$ cat src/rtl/key_event_if.sv
// Bundle between the key press-timing stage and the gesture classifier:
// confirmed edge strobes and press duration in, gesture events out.
// master: the side that drives the key strobes; slave: the classifier.
interface key_event_if;
    logic        key_flag;
    logic        key_state;
    logic [9:0]  dur;
    logic        evt_valid;
    logic [1:0]  evt_code;
    logic [11:0] evt_cnt;
    logic [6:0]  codeout;

    modport master (
        output key_flag, key_state, dur,
        input  evt_valid, evt_code, evt_cnt, codeout
    );

    modport slave (
        input  key_flag, key_state, dur,
        output evt_valid, evt_code, evt_cnt, codeout
    );
endinterface

$ cat src/rtl/key_event_classifier.sv
// Gesture classifier: turns confirmed press/release strobes plus press
// duration into single / double / long events, counts events in 3-digit BCD
// and drives one active-low 7-segment digit with the last gesture.
// Optional feature macro: KEY_DBL_CLICK_EN (double-click detection with a
// release-to-press gap timer). Without it, every short click is a single.
module key_event_classifier #(
    parameter int TICK_DIV = 500_000,   // clk cycles per 10 ms gap tick
    parameter int LONG_TH  = 100,       // long press threshold, 10 ms units
    parameter int DBL_GAP  = 30         // max gap in ticks for a double click
) (
    input  logic       clk,
    input  logic       rst,
    key_event_if.slave bus
);

    localparam logic [9:0] LONG_TH_W   = 10'(LONG_TH);
    localparam logic [1:0] CODE_SINGLE = 2'b01;
    localparam logic [1:0] CODE_DOUBLE = 2'b10;
    localparam logic [1:0] CODE_LONG   = 2'b11;
    localparam logic [6:0] SEG_DASH    = 7'b0111111;
    localparam logic [6:0] SEG_ONE     = 7'b1111001;
    localparam logic [6:0] SEG_TWO     = 7'b0100100;
    localparam logic [6:0] SEG_L       = 7'b1000111;

    // Reject configurations the fixed-width datapath cannot represent.
    if (TICK_DIV < 1 || TICK_DIV > (1 << 19) || LONG_TH < 0 || LONG_TH > 1023
        || DBL_GAP < 1) begin : g_bad_cfg
        $error("key_event_classifier: parameter out of range");
    end

    typedef enum logic [1:0] {
        IDLE   = 2'd0,
        PRESS1 = 2'd1,
        GAP    = 2'd2,
        PRESS2 = 2'd3
    } state_t;

    state_t      state_reg;
    state_t      state_next;
    logic        press_stb;
    logic        release_stb;
    logic        is_long;
    logic        emit;
    logic [1:0]  emit_code;

    assign press_stb   = bus.key_flag && !bus.key_state;
    assign release_stb = bus.key_flag &&  bus.key_state;
    assign is_long     = (bus.dur >= LONG_TH_W);

`ifdef KEY_DBL_CLICK_EN
    // gap counter is at least 6 bits, wider if DBL_GAP needs it
    localparam int             GW        = ($clog2(DBL_GAP + 1) > 6) ? $clog2(DBL_GAP + 1) : 6;
    localparam logic [18:0]    TICK_LAST = 19'(TICK_DIV - 1);
    localparam logic [GW-1:0]  GAP_END   = GW'(DBL_GAP);

    logic [18:0]   presc_reg;
    logic [GW-1:0] gap_cnt_reg;
    logic          gap_clr;
    logic          timeout;

    assign timeout = (gap_cnt_reg == GAP_END);

    // Gap timer: prescaled 10 ms ticks counted only while waiting in GAP.
    always_ff @(posedge clk) begin
        if (rst || gap_clr) begin
            presc_reg   <= '0;
            gap_cnt_reg <= '0;
        end else if (state_reg == GAP) begin
            if (presc_reg == TICK_LAST) begin
                presc_reg   <= '0;
                gap_cnt_reg <= gap_cnt_reg + 1'b1;
            end else begin
                presc_reg <= presc_reg + 1'b1;
            end
        end
    end
`endif

    // Gesture FSM state register.
    always_ff @(posedge clk) begin
        if (rst) begin
            state_reg <= IDLE;
        end else begin
            state_reg <= state_next;
        end
    end

    // Gesture FSM next-state and event decision.
    always_comb begin
        state_next = state_reg;
        emit       = 1'b0;
        emit_code  = 2'b00;
`ifdef KEY_DBL_CLICK_EN
        gap_clr    = 1'b0;
`endif
        case (state_reg)
            IDLE: begin
                if (press_stb) begin
                    state_next = PRESS1;
                end
            end
            PRESS1: begin
                if (release_stb) begin
                    if (is_long) begin
                        emit       = 1'b1;
                        emit_code  = CODE_LONG;
                        state_next = IDLE;
                    end else begin
`ifdef KEY_DBL_CLICK_EN
                        gap_clr    = 1'b1;
                        state_next = GAP;
`else
                        emit       = 1'b1;
                        emit_code  = CODE_SINGLE;
                        state_next = IDLE;
`endif
                    end
                end
            end
`ifdef KEY_DBL_CLICK_EN
            GAP: begin
                // a second press on the timeout cycle still counts as a double
                if (press_stb) begin
                    state_next = PRESS2;
                end else if (timeout) begin
                    emit       = 1'b1;
                    emit_code  = CODE_SINGLE;
                    state_next = IDLE;
                end
            end
            PRESS2: begin
                if (release_stb) begin
                    emit       = 1'b1;
                    emit_code  = is_long ? CODE_LONG : CODE_DOUBLE;
                    state_next = IDLE;
                end
            end
`endif
            default: begin
                state_next = IDLE;
            end
        endcase
    end

    // BCD event counter: digit gi steps when every lower digit wraps 9 -> 0.
    logic [11:0] cnt_reg;
    logic [11:0] cnt_next;
    logic [2:0]  carry;

    assign carry[0] = emit;

    for (genvar gi = 0; gi < 3; gi++) begin : g_bcd
        assign cnt_next[gi*4 +: 4] = !carry[gi]                 ? cnt_reg[gi*4 +: 4] :
                                     (cnt_reg[gi*4 +: 4] == 4'd9) ? 4'd0 :
                                                                   cnt_reg[gi*4 +: 4] + 4'd1;
        if (gi < 2) begin : g_carry
            assign carry[gi+1] = carry[gi] && (cnt_reg[gi*4 +: 4] == 4'd9);
        end
    end

    function automatic logic [6:0] seg_of(input logic [1:0] code);
        case (code)
            CODE_SINGLE: seg_of = SEG_ONE;
            CODE_DOUBLE: seg_of = SEG_TWO;
            CODE_LONG:   seg_of = SEG_L;
            default:     seg_of = SEG_DASH;
        endcase
    endfunction

    logic       evt_valid_reg;
    logic [1:0] evt_code_reg;
    logic [6:0] codeout_reg;

    // Event outputs: pulse, code, count and display all update on one edge.
    always_ff @(posedge clk) begin
        if (rst) begin
            evt_valid_reg <= 1'b0;
            evt_code_reg  <= 2'b00;
            cnt_reg       <= '0;
            codeout_reg   <= SEG_DASH;
        end else begin
            evt_valid_reg <= emit;
            cnt_reg       <= cnt_next;
            if (emit) begin
                evt_code_reg <= emit_code;
                codeout_reg  <= seg_of(emit_code);
            end
        end
    end

    assign bus.evt_valid = evt_valid_reg;
    assign bus.evt_code  = evt_code_reg;
    assign bus.evt_cnt   = cnt_reg;
    assign bus.codeout   = codeout_reg;

endmodule

$ cat src/flat_wrapper.sv
// flat-port wrapper written by rule: the top's interface ports become plain ports
module key_event_classifier_flat 
#(
    parameter int TICK_DIV = 500_000,                                   
    parameter int LONG_TH  = 100,                                           
    parameter int DBL_GAP  = 30                                               
)
  (clk, rst, bus_key_flag, bus_key_state, bus_dur, bus_evt_valid, bus_evt_code, bus_evt_cnt, bus_codeout);
  key_event_if bus_i ();
  input  logic clk;
  input  logic rst;
  input wire logic [$bits(bus_i.key_flag)-1:0] bus_key_flag;
  input wire logic [$bits(bus_i.key_state)-1:0] bus_key_state;
  input wire logic [$bits(bus_i.dur)-1:0] bus_dur;
  output wire logic [$bits(bus_i.evt_valid)-1:0] bus_evt_valid;
  output wire logic [$bits(bus_i.evt_code)-1:0] bus_evt_code;
  output wire logic [$bits(bus_i.evt_cnt)-1:0] bus_evt_cnt;
  output wire logic [$bits(bus_i.codeout)-1:0] bus_codeout;
  assign bus_i.key_flag = bus_key_flag;
  assign bus_i.key_state = bus_key_state;
  assign bus_i.dur = bus_dur;
  assign bus_evt_valid = bus_i.evt_valid;
  assign bus_evt_code = bus_i.evt_code;
  assign bus_evt_cnt = bus_i.evt_cnt;
  assign bus_codeout = bus_i.codeout;
  key_event_classifier #(.TICK_DIV(TICK_DIV), .LONG_TH(LONG_TH), .DBL_GAP(DBL_GAP)) u_core (.clk(clk), .rst(rst), .bus(bus_i));
endmodule
$ cat config.mk
export PLATFORM = sky130hd
export DESIGN_NAME = key_event_classifier_flat
export DESIGN_NICKNAME = d
export VERILOG_FILES = /design/src/rtl/key_event_if.sv /design/src/rtl/key_event_classifier.sv /design/src/flat_wrapper.sv
export SDC_FILE = /design/constraint.sdc
export NUM_CORES = 1
export LEC_CHECK = 0
export CORE_MARGIN = 1
export CORE_UTILIZATION = 43
export CTS_CLUSTER_SIZE = 30
export DETAILED_ROUTE_END_ITERATION = 8
export PLACE_DENSITY = 0.78
export SLEW_MARGIN = 0
export SYNTH_ARGS = -nofsm -noshare
export SYNTH_HDL_FRONTEND = slang
export SYNTH_SLANG_ARGS = --single-unit
$ cat constraint.sdc
create_clock -name clk -period 2.1 [get_ports clk]
set_input_delay 0.42 -clock clk [delete_from_list [all_inputs] [get_ports clk]]
set_output_delay 0.42 -clock clk [all_outputs]
set_load 0.005 [all_outputs]
==> impl_results.md, run 1 <==
- Power density over the cells: around 480 nW/um^2
- Antenna violations before repair: 0
- Fraction of the yosys area taken by sequential cells: 43.81%
- Area post-placement: 1349 sq um
- Total instance count after detailed placement: 166
- Count of hold buffers inserted by post-cts repair: 0
- Clock buffer count from CTS: 3
- Total half-perimeter wirelength after legalization and detailed placement: around 1500 um
- Number of violations of the max-capacitance limit: 0
- Area delta synth->final: 43.42%
- Fraction of layout instances using a drive strength above 1: 11.89%
- Worst skew pair latency: 0.30 ns
- Most instantiated cells after synthesis: 21 x sky130_fd_sc_hd__dfxtp_1, 12 x sky130_fd_sc_hd__nor2_1, 10 x sky130_fd_sc_hd__nand2_1
- Number of filler instances in the final layout: approximately 190
- Kind of path behind the tightest hold check: flop to flop
- CORE AREA: between 2000 and 2500 sq um
- All-Layer GR Usage: between 15 and 20%
- Slowest stage cell on the critical path: sky130_fd_sc_hd__clkdlybuf4s50_1
- Vias post-DR: around 860
- Number of design-rule violations left by the first detailed-router iteration: 11
- Setup TNS: 0 ns
- Horizontal die dimension: 49.24 um
- CP bufs+invs: 1
- Arrival time at the worst endpoint: about 1.4 ns
- Power Total: ~0.66 mW
- Global routing's busiest layer: met2
- Largest cells by area after synthesis: sky130_fd_sc_hd__dfxtp_1 44%, sky130_fd_sc_hd__nor2_1 4.7%, sky130_fd_sc_hd__ha_1 3.9%
- Clock transition at the registers of the reported paths: 0.12 ns
- Avg WL per Cell: 12.18 um
- Die span in y: 49.24 um
- Resized cells post-CTS: 0
- Actual transition at the worst max-transition pin: around 0.38 ns
- Setup repair after global routing missed its margin: no
- Drt first pass iters: 4
- Top delay family on crit path: buffers and inverters
- H-tree levels: 1
- Starting utilization of the core area: around 47%
- Number of I/O port buffers: 33
- Standby leakage power: around 0.54 nW
- Pin count of the biggest net entering global routing: 13
- Antenna Cells: 0
- Number of core rows: 16
- Instance count along the most critical hold path: 1
- Final hold violation count: 0
- Number of unique standard cell types used by synthesis: 33
- Met3 Resource Use GR: under 10%
- Post-layout instance count excluding filler cells: 170
- Final slew viol count: 0
- WP data required: approximately 1.7 ns
- Type of element capturing the critical path: output pin
- Worst slew margin: about 75%
- # Post-CTS Setup Buffers: 0
- DP Worst Slack: -0.01699 ns
- Post-Syn Area per Cell: 9.228 sq um
- Clock period minus final worst setup slack: around 1.8 ns
- Post-Synthesis Net Count: 121
- Detail Route Antenna Nets: 0
- Count of nets after finishing: about 160
- Met1 demand-to-capacity share in global routing: 19.77%
- Cell type with the highest aggregate area in the netlist: sky130_fd_sc_hd__dfxtp_1
- Number of synthesized register bits: 21
- Area of the mapped netlist: around 960 sq um
- Yosys warnings: 0
- Ports: 36
- Count of flip-flops with a built-in enable after synthesis: 0
- Total wire length after detailed routing: between 2000 and 2500 um
- Worst hold slack: 0.4594 ns
- Final Util: between 60% and 70%
- Synth async-reset ratio: 0%
- Cell with the most instances after synthesis: sky130_fd_sc_hd__dfxtp_1
- Worst voltage drop across the vdd grid: 0.0003896 V
- Run status: finished clean
- WS Path Type: flop to output pin
- Drt via density: approximately 5
- Startpoint type of the worst setup path: flop
- Buffer depth of the longest clock path: 2
- Wire length of the first global-routing pass: 3463 um
- Main synth FF type: sky130_fd_sc_hd__dfxtp_1
- Clock Sink Count: 21
- Period utilization: slightly below 90%
- Ordered cell list for the critical path: clkdlybuf4s50_1
- Worst-path fanout max: 7
- Logic depth of the worst path, buffers included: 1
- Logic depth of the worst register-to-register path: 4
- Cell count after synthesis: roughly 100
- Met2 demand-to-capacity share in global routing: between 30% and 40%
- Final critical-path setup slack: 0.2791 ns
- Area fraction of the dominant cell type after synthesis: around 44%
- Worst setup skew after layout: between 0.009 and 0.01 ns
- Residual DRC: 0
- Fmax: ~550 MHz
- Largest incremental delay on the critical path: between 0.5 and 0.6 ns
- Clock tree root driver cell: sky130_fd_sc_hd__clkbuf_4
- Last weighted congestion value of the routability-driven placer: about 0.74
- Number of global-route vias before repair: 820
- Count of final setup violators: 0
- Total gr overflow: 0
- Flip-flop count of the largest register after layout: 12
- CTS tree: done
- Final instance area: about 1400 sq um
- Area of the die: roughly 2400 sq um
[area by class of cell]
class | count | area [sq um] | area share, %
Clock buffer | 3 | 22.52 | 1.636
Clock inverter | 1 | 5.005 | 0.3636
Inverter | 3 | 11.26 | 0.8182
Multi-Input combinational cell | 75 | 500.5 | 36.36
Sequential cell | 21 | 420.4 | 30.55
Tap cell | 27 | 33.78 | 2.455
Timing Repair Buffer | 40 | 382.9 | 27.82
[worst paths after layout]
path / startpoint / endpoint / slack (ns)
worst max-delay path: u_core.bus.evt_cnt[4]$_SDFFE_PP0P_ / bus_evt_cnt[4] / 0.28
worst min-delay path: u_core.bus.codeout[0]$_SDFFE_PP1P_ / u_core.bus.codeout[0]$_SDFFE_PP1P_ / 0.46
worst max register to register: u_core.bus.evt_cnt[2]$_SDFFE_PP0P_ / u_core.bus.evt_cnt[11]$_SDFFE_PP0P_ / 0.45
worst min register to register: u_core.bus.codeout[0]$_SDFFE_PP1P_ / u_core.bus.codeout[0]$_SDFFE_PP1P_ / 0.46
[cell families after synthesis]
family,after synthesis,synth area share (%)
compound gates,18,12.91
simple gates,49,30.77
fa+ha+maj,3,3.912
flops,21,43.81
buf+inv,8,4.041
xor+xnor,5,4.563
[routing by layer]
layer | vias to the layer above | wire length [um]
met5 | - | 0
li1 | 444 | -
met2 | 25 | 1047
met1 | 392 | 889
met4 | 0 | 14
met3 | 2 | 120
[power by group]
part           switching, mW  internal (mW)
Sequential           0.00489          0.405
Combinational         0.0242         0.0410
Clock                  0.119         0.0709
[placed cells by master (no fill, tap or decap), types with 2 or more instances in the layout]
cell type | netlist | routed
sky130_fd_sc_hd__nand4_1 | 3 | 3
sky130_fd_sc_hd__o21ai_0 | 4 | 4
sky130_fd_sc_hd__buf_4 | 2 | 7
sky130_fd_sc_hd__nor2b_1 | 5 | 5
sky130_fd_sc_hd__nor2_1 | 12 | 12
sky130_fd_sc_hd__or3_1 | 4 | 4
sky130_fd_sc_hd__nor3b_1 | 2 | 2
sky130_fd_sc_hd__nand3_1 | 3 | 3
sky130_fd_sc_hd__ha_1 | 3 | 3
sky130_fd_sc_hd__clkdlybuf4s50_1 | 0 | 33
sky130_fd_sc_hd__nand2_1 | 10 | 10
sky130_fd_sc_hd__dfxtp_1 | 21 | 21
sky130_fd_sc_hd__a21oi_1 | 7 | 7
sky130_fd_sc_hd__inv_1 | 2 | 2
sky130_fd_sc_hd__clkbuf_4 | 0 | 3
sky130_fd_sc_hd__nand3b_1 | 2 | 2
sky130_fd_sc_hd__a211o_1 | 2 | 2
sky130_fd_sc_hd__xor2_1 | 4 | 4
No activity file was read; power rests on OpenSTA's default activity.
==> run 2: changes to the inputs <==
Settings changed: SETUP_SLACK_MARGIN set to 0.05.
==> results of run 2 <==
The final DEF is identical to that of run 1; final timing and power are the same.
==> run 3: changes to the inputs <==
Clock period 2.1 ns to 1.9 ns, I/O delays scaled along.
==> run 3 against run 2 <==
  * Power rose by 11%
  * Clock power up 9%
  * Sequential power up 10%
  * Global-route usage is 0.18 points lower
  * Non-clock buffer count grew 4
  * Register-to-register slack worse by 0.20 ns
  * Hold slack lost 0.0048 ns
  * Setup slack worse by 0.15 ns
  * Core utilization is 1.5 points higher
  * Via count grew 1.3%
  * Critical path type is now input port to flop
  * Largest power group unchanged
  * Highest routed layer unchanged
==> impl_results.md, run 3 (synthesis results as in run 1) <==
- Most frequent cells in the layout: 33 x sky130_fd_sc_hd__clkdlybuf4s50_1, 21 x sky130_fd_sc_hd__dfxtp_1, 12 x sky130_fd_sc_hd__nor2_1
- CTS tree: done
- Die span in y: 49.24 um (unchanged)
- Setup repair after global routing missed its margin: no
- Total gr overflow: 0 (unchanged)
- Number of design-rule violations left by the first detailed-router iteration: 12 (+1)
- Startpoint type of the worst setup path: input port
- Actual transition at the worst max-transition pin: 0.3599 ns (-0.01934 ns)
- Final hold violation count: 0 (unchanged)
- Resized cells post-CTS: 0 (unchanged)
- Post-layout instance count excluding filler cells: 174 (+2.4%)
- Total instance count after detailed placement: 170 (+2.4%)
- Total wire length after detailed routing: 2073 um (+0.14%)
- Flip-flop count of the largest register after layout: 12 (unchanged)
- Vias post-DR: 874 (+1.3%)
- Total half-perimeter wirelength after legalization and detailed placement: 1608 um (+4.7%)
- Final slew viol count: 0 (unchanged)
- Antenna violations before repair: 0 (unchanged)
- CORE AREA: 2022 sq um (unchanged)
- Worst skew pair latency: 0.29 ns (about the same)
- Area delta synth->final: 46.55%
- Worst hold slack: 0.4546 ns (-0.004827 ns)
- Number of core rows: 16 (unchanged)
- Clock period minus final worst setup slack: ~1.8 ns
- Clock transition at the registers of the reported paths: 0.12 ns (about the same)
- Clock Sink Count: 21 (unchanged)
- Count of nets after finishing: 165 (+2.5%)
- Run status: finished clean
- Top delay family on crit path: compound AO/OA/AOI/OAI gates
- Clock tree root driver cell: sky130_fd_sc_hd__clkbuf_4
- # Post-CTS Setup Buffers: 0 (unchanged)
- Avg WL per Cell: 11.91 um (-2.2%)
- Arrival time at the worst endpoint: 1.97 ns (+0.57 ns)
- Pin count of the biggest net entering global routing: 13 (unchanged)
- Worst setup skew after layout: 0.008478 ns (-0.001244 ns)
- H-tree levels: 1 (unchanged)
- Residual DRC: 0 (unchanged)
- Buffer depth of the longest clock path: 2 (unchanged)
- Number of global-route vias before repair: 812 (-0.98%)
- Fraction of layout instances using a drive strength above 1: 14.29% (+2.4 points)
- Wire length of the first global-routing pass: 3463 um (unchanged)
- All-Layer GR Usage: 18.17% (-0.18 points)
- Worst slew margin: 75.93% (+1.3 points)
- Ports: 36 (unchanged)
- Detail Route Antenna Nets: 0 (unchanged)
- CP bufs+invs: 2 (+1)
- Horizontal die dimension: 49.24 um (unchanged)
- Standby leakage power: 0.5554 nW (+3.7%)
- WS Path Type: input port to flop
- Largest incremental delay on the critical path: 0.40 ns (-0.17 ns)
- Number of violations of the max-capacitance limit: 0 (unchanged)
- Worst voltage drop across the vdd grid: 0.0004915 V (+26%)
- Number of I/O port buffers: 33 (unchanged)
- Drt first pass iters: 4 (unchanged)
- Count of hold buffers inserted by post-cts repair: 0 (unchanged)
- WP data required: 2.10 ns (+0.42 ns)
- Final Util: 69.55% (+1.5 points)
- Most frequent standard cell in the layout excluding fill and tap cells: sky130_fd_sc_hd__clkdlybuf4s50_1
- Period utilization: roughly 93%
- Starting utilization of the core area: 47.46% (unchanged)
- Antenna Cells: 0 (unchanged)
- Last weighted congestion value of the routability-driven placer: 0.7604 (+3.3%)
- Setup TNS: 0 ns (unchanged)
- Slowest stage cell on the critical path: sky130_fd_sc_hd__clkdlybuf4s50_1
- Drt via density: 5.023 (-1.1%)
- Count of final setup violators: 0 (unchanged)
- Type of element capturing the critical path: flop
- Area of the die: 2425 sq um (unchanged)
- Kind of path behind the tightest hold check: flop to flop
- Power density over the cells: 522.4 nW/um^2 (+8.2%)
- Worst-path fanout max: 3 (-4)
- Ordered cell list for the critical path: clkdlybuf4s50_1 -> o311a_1 -> o41ai_1 -> buf_4 -> ha_1 -> nor2_1 -> a211o_1
- Fmax: about 560 MHz
- Clock buffer count from CTS: 3 (unchanged)
-- run 3: layer usage --
metal / track usage (%) / share of wire, % / vias to the layer above
met5: 0 / 0 / -
met4: 4.412 / 0.58 / 0
met3: 4.673 / 5.0 / 2
met2: 32.65 / 50 / 23
met1: 21.14 / 45 / 399
li1: - / - / 450
-- run 3: area by class of cell --
cell class	count	area, sq um
Fill cell	176	615.6
Multi-Input combinational cell	75	500.5
Sequential cell	21	420.4
Timing Repair Buffer	44	412.9
Tap cell	27	33.78
Clock buffer	3	22.52
Inverter	3	11.26
Clock inverter	1	5.005
-- run 3: worst paths after layout --
check | startpoint | end | slack [ns] | cells after the start
max | bus_dur[3] | u_core.bus.codeout[2]$_SDFFE_PP1P_ | 0.13 | 7
min | u_core.bus.codeout[0]$_SDFFE_PP1P_ | u_core.bus.codeout[0]$_SDFFE_PP1P_ | 0.45 | 1
max reg2reg | u_core.bus.evt_cnt[2]$_SDFFE_PP0P_ | u_core.bus.evt_cnt[11]$_SDFFE_PP0P_ | 0.25 | 4
min reg2reg | u_core.bus.codeout[0]$_SDFFE_PP1P_ | u_core.bus.codeout[0]$_SDFFE_PP1P_ | 0.45 | 1
-- run 3: where the power goes --
group | internal [mW] | switching, mW
Clock | 0.0782 | 0.128
Combinational | 0.0482 | 0.0278
Sequential | 0.448 | 0.00486
Total | 0.574 | 0.161
-- run 3: metrics by stage --
stage	setup WS (ns)	area, sq um	total power [mW]
3_3_place_gp	-0.1829	1379	0.5371
6_report	0.1284	1406	0.7346
2_1_floorplan	0.07956	959.7	0.4867
5_1_grt	0.07718	1406	0.7711
3_5_place_dp	-0.1823	1379	0.5391
4_1_cts	0.1248	1406	0.7417
